File: src/rtl/ex_hazard_controller.sv
// EX-stage hazard controller: operand forwarding selects, load-use stalls,
// branch flushes and a sequencer that holds E for multi-cycle ALU ops.
module ex_hazard_controller #(
  parameter int unsigned MC_CYCLES = 32
) (
  input  logic        clk,
  input  logic        reset,
  input  logic [4:0]  rs1_d,
  input  logic [4:0]  rs2_d,
  input  logic [4:0]  rs1_e,
  input  logic [4:0]  rs2_e,
  input  logic [4:0]  rd_e,
  input  logic [1:0]  result_src_e,
  input  logic        pc_src_e,
  input  logic        mc_op_e,
  input  logic [4:0]  rd_m,
  input  logic        regwrite_m,
  input  logic [4:0]  rd_w,
  input  logic        regwrite_w,
  output logic [1:0]  forward_operand_a_e,
  output logic [1:0]  forward_operand_b_e,
  output logic        stall_f,
  output logic        stall_d,
  output logic        stall_e,
  output logic        flush_d,
  output logic        flush_e,
  output logic        flush_m,
  output logic        mc_capture,
  output logic        mc_done,
  output logic [31:0] stall_cycles
);

  localparam int CNT_W = $clog2(MC_CYCLES + 1);

  typedef enum logic [1:0] {
    IDLE = 2'd0,
    BUSY = 2'd1,
    DONE = 2'd2
  } state_t;

  state_t             state_q, state_d;
  logic [CNT_W-1:0]   cnt_q, cnt_d;
  logic [31:0]        stall_cycles_q, stall_cycles_d;
  logic               lw_stall;
  logic               mc_stall;

  // M has priority over W because it holds the younger result.
  function automatic logic [1:0] fwd_sel(
    input logic [4:0] rs,
    input logic [4:0] rdm,
    input logic       wem,
    input logic [4:0] rdw,
    input logic       wew
  );
    logic [1:0] sel;
    sel = 2'b00;
    if (wem && (rdm != 5'd0) && (rdm == rs))      sel = 2'b10;
    else if (wew && (rdw != 5'd0) && (rdw == rs)) sel = 2'b01;
    return sel;
  endfunction

  always_comb begin
    state_d = state_q;
    cnt_d   = cnt_q;
    unique case (state_q)
      IDLE: begin
        if (mc_op_e) begin
          state_d = BUSY;
          cnt_d   = CNT_W'(MC_CYCLES - 1);
        end
      end
      BUSY: begin
        if (cnt_q != '0) cnt_d = cnt_q - CNT_W'(1);
        else             state_d = DONE;
      end
      DONE:    state_d = IDLE;
      default: state_d = IDLE;
    endcase
  end

  always_comb begin
    lw_stall = (result_src_e == 2'b01) && (rd_e != 5'd0) &&
               ((rd_e == rs1_d) || (rd_e == rs2_d)) && !pc_src_e;
    mc_stall = ((state_q == IDLE) && mc_op_e) || (state_q == BUSY);

    forward_operand_a_e = 2'b00;
    forward_operand_b_e = 2'b00;
    stall_f    = 1'b0;
    stall_d    = 1'b0;
    stall_e    = 1'b0;
    flush_d    = 1'b1;
    flush_e    = 1'b1;
    flush_m    = 1'b1;
    mc_capture = 1'b0;
    mc_done    = 1'b0;

    // Reset forces bubbles everywhere and suppresses all stall/handshake outputs.
    if (!reset) begin
      forward_operand_a_e = fwd_sel(rs1_e, rd_m, regwrite_m, rd_w, regwrite_w);
      forward_operand_b_e = fwd_sel(rs2_e, rd_m, regwrite_m, rd_w, regwrite_w);
      stall_f    = lw_stall || mc_stall;
      stall_d    = lw_stall || mc_stall;
      stall_e    = mc_stall;
      flush_m    = mc_stall;
      flush_e    = (lw_stall || pc_src_e) && !mc_stall;
      flush_d    = pc_src_e && !mc_stall;
      mc_capture = (state_q == IDLE) && mc_op_e;
      mc_done    = (state_q == DONE);
    end

    stall_cycles_d = stall_f ? stall_cycles_q + 32'd1 : stall_cycles_q;
  end

  always_ff @(posedge clk) begin
    if (reset) begin
      state_q        <= IDLE;
      cnt_q          <= '0;
      stall_cycles_q <= 32'd0;
    end else begin
      state_q        <= state_d;
      cnt_q          <= cnt_d;
      stall_cycles_q <= stall_cycles_d;
    end
  end

  assign stall_cycles = stall_cycles_q;

endmodule
File: config.mk
export PLATFORM = sky130hd
export DESIGN_NAME = ex_hazard_controller
export DESIGN_NICKNAME = d
export VERILOG_FILES = /design/src/rtl/ex_hazard_controller.sv
export SDC_FILE = /design/constraint.sdc
export NUM_CORES = 1
export LEC_CHECK = 0
export CORE_MARGIN = 5
export CORE_UTILIZATION = 30
export DETAILED_ROUTE_END_ITERATION = 16
export SYNTH_ARGS = -nofsm -noshare
export SYNTH_HDL_FRONTEND = slang
export SYNTH_SLANG_ARGS = --single-unit
File: constraint.sdc
create_clock -name clk -period 6.4 [get_ports clk]
set_input_delay 1.28 -clock clk [delete_from_list [all_inputs] [get_ports clk]]
set_output_delay 1.28 -clock clk [all_outputs]
set_load 0.01 [all_outputs]
==> flow_metrics.py <==
metrics = {
    "outcome": {
        "status": "finished clean",
    },
    "clock_tree": {
        "numCtsBuffers": 5,
        "cts_setup_buffers": 0,
        "cts-root-buf": "clkbuf_8",
        "cts_hold_buf": 0,
        "clkTransAtPathRegs_ps": 80,
        "htree_num_levels": 2,
        "clock_latency_ps": 290,
        "cts_tree": "done",
        "cts_buffer_depth": 2,
        "cts_resized": 0,
        "clock_sinks": 40,
    },
    "final_layout": {
        "diodes": 0,
        "layout-drive-gt1-share_pct": 5.03,
        "nets": 443,
        "syn_to_final_growth_pct": 42.3,
        "final_area_um2": 3530,
    },
    "synthesis": {
        "synth-seq-area-share_pct": 32.3,
        "synth_area_um2": 2480,
        "syn_nets": 359,
        "synth-seq-cells": 40,
        "synth_edf_count": 0,
        "synth_top_area_share_pct": 32.3,
        "synthMuxAreaShare_pct": 4.04,
        "synth_cells": 313,
        "async_flop_share_pct": 0,
        "synth_cell_types": 38,
        "yosysTopAreaCell": "dfxtp_1",
        "synth_compound_area_share_pct": 16.1,
        "ys_top_cells_by_count": "dfxtp_1, a21oi_1, nor2_1, nand3_1, xnor2_1",
        "synth_xor_xnor_area_share_pct": 12.4,
        "yosys.cell_count.top_type": "dfxtp_1",
        "synth_flop_cell": "dfxtp_1",
        "yosysWarnings": 0,
        "synth-adder-area-share_pct": 1.52,
        "synth-simple-area-share_pct": 30.6,
        "ys_top_cells_by_area": "dfxtp_1, xnor2_1, a21oi_1, xor2_1, nor2_1",
        "synth_top_family_by_area": "simple AND/OR/NAND/NOR gates",
        "syn_avg_cell_area_um2": 7.91,
    },
    "setup_path": {
        "startpoint": "rd_m[1]",
        "crit_path_start_kind": "input pin",
        "crit_path_end_kind": "primary output",
        "endpoint": "forward_operand_b_e[0]",
        "crit_type": "input pin to primary output",
        "path_depth": 6,
        "worstReg2RegEnd": "stall_cycles[20]",
        "r2r-start": "stall_cycles[0]",
        "crit_fanout": 4,
        "worstPathArrival_ps": 3730,
        "cp_slowest_cell": "clkdlybuf4s50_1",
        "required_ps": 5120,
        "r2r_cells": 7,
        "cp_num_buf_inv": 2,
        "critPathTopFamily": "buffers and inverters",
        "crit_top_cell": "clkdlybuf4s50_1",
        "r2r_setup_slack_ps": 3970,
        "slowest_delay_ps": 600,
        "crit_chain": "clkdlybuf4s50_1 > or4_1 > o21ai_0 > nor3_1 > nor4_1 > clkdlybuf4s50_1",
    },
    "placed_design": {
        "post-dp-hpwl_um": 5500,
        "portBuffers": 86,
        "dpl_cell_area_um2": 3420,
        "gp_congestion": 0.816,
        "place_ws_ps": 1410,
    },
    "pwr": {
        "leakage_nw": 1.11,
        "peakVddDrop_uv": 93.6,
        "cellPowerDensity_nw_per_um2": 170,
    },
    "routing": {
        "drcViolationCount": 0,
        "vias": 2635,
        "firstDrtPassIters": 4,
        "routed_wirelength_um": 6960,
        "wl_per_cell_um": 13.8,
        "drtIter0Drc": 104,
        "vias_per_cell": 5.24,
        "ant_nets": 0,
    },
    "timing": {
        "timing.final.crit_share_pct": 78.3,
        "fin_crit_ps": 5010,
        "setup_slack_ps": 1390,
        "rsz0062_at_grt": "false",
        "hold_viol": 0,
        "setup_viol": 0,
        "fin_skew_ps": 8.64,
        "fmax_mhz": 200,
        "tightest_slew_ps": 1000,
        "fin_setup_tns_ps": 0,
        "relSlewSlack_pct": 33.1,
        "slew_viol_final": 0,
    },
    "global_route": {
        "grt-ovfl-total": 0,
        "grt_pass1_wl_um": 11200,
        "gr-max-usage-layer": "met2",
        "grt_util_met2_pct": 22.3,
        "gr-usage-met1_pct": 16.7,
        "globalRouteTotalUtil_pct": 13.5,
        "grt_max_degree": 36,
        "use_met3_pct": 4.01,
        "grt_pass1_vias": 2424,
        "antenna_found_initial": 0,
    },
    "floorplanning": {
        "dieArea_um2": 10200,
        "die_x_um": 101,
        "start_util_pct": 30.5,
        "ioPinCount": 87,
        "row_count": 33,
        "fp.dieH_um": 101,
        "core_um2": 8130,
    },
    "run": {
        "cap_violations": 0,
    },
    "min_path": {
        "hold_class": "register to register",
    },
}
==> how the worst min path moves through the flow <==
stage | startpoint | endpoint | depth (start not counted)
2_1_floorplan | cnt_q[0] | cnt_q[0] | 1
3_3_place_gp | stall_cycles[31] | stall_cycles[31] | 2
3_5_place_dp | stall_cycles[31] | stall_cycles[31] | 2
4_1_cts | stall_cycles[31] | stall_cycles[31] | 2
5_1_grt | stall_cycles[26] | stall_cycles[26] | 2
6_report | stall_cycles[31] | stall_cycles[31] | 2
==> layer usage <==
layer / part of all wire (%) / vias to the layer above / wire [um]
met5: 0 / - / 0
met4: 2.0 / 0 / 142
met3: 8.9 / 14 / 619
met2: 47 / 93 / 3240
met1: 42 / 1220 / 2960
li1: - / 1308 / -
==> area by class of cell <==
cell class	count	area, um2
fill	823	4610
multi-input combinational	257	1600
timing repair buffer	87	863
sequential	40	801
tap	105	131
clock buffer	6	72.6
clock inverter	2	35.0
inverter	6	22.5
==> stage by stage <==
step | util, % | hold WS (ps) | instances | power [mW]
2_1_floorplan | - | 468 | 313 | 0.342
3_3_place_gp | 42.0 | 470 | 495 | 0.399
3_5_place_dp | 42.0 | 480 | 495 | 0.402
4_1_cts | 43.3 | 494 | 503 | 0.607
5_1_grt | 43.3 | 514 | 503 | 0.635
6_report | 43.3 | 490 | 503 | 0.600
==> power by group <==
part	switching (mW)	internal [mW]	total, mW	leakage [nW]
clock network	0.0888	0.116	0.205	0.0552
registers	0.0102	0.258	0.269	0.324
logic	0.0606	0.0658	0.126	0.735
total	0.160	0.440	0.600	1.11
==> flip-flops by register name (all words and copies together) (netlist names) <==
name          count
stall_cycles     32
cnt_q             6
state_q           2
==> worst register-to-register path, stage by stage, from the launching register on <==
cell and delay, ps:
dfxtp_1 410, ha_1 210, and3_1 190, nand3_1 280, nor3_1 360, o2111ai_1 280
a21boi_0 250, mux2_2 350
==> placed cells by master, fill, tap and decap left out, types with 15 or more instances in the layout <==
master           count
a21oi_1             34
clkdlybuf4s50_1     85
dfxtp_1             40
nand2_1             18
nand3_1             20
nor2_1              28
o21ai_0             19
xnor2_1             20
xor2_1              15
==> cell families after synthesis <==
kind of cell    count (synthesis)
mux                             9
xor+xnor                       35
fa+ha+maj                       3
compound gates                 68
simple gates                  142
flops                          40
buf+inv                        16
No activity file was read; power rests on OpenSTA's default activity.
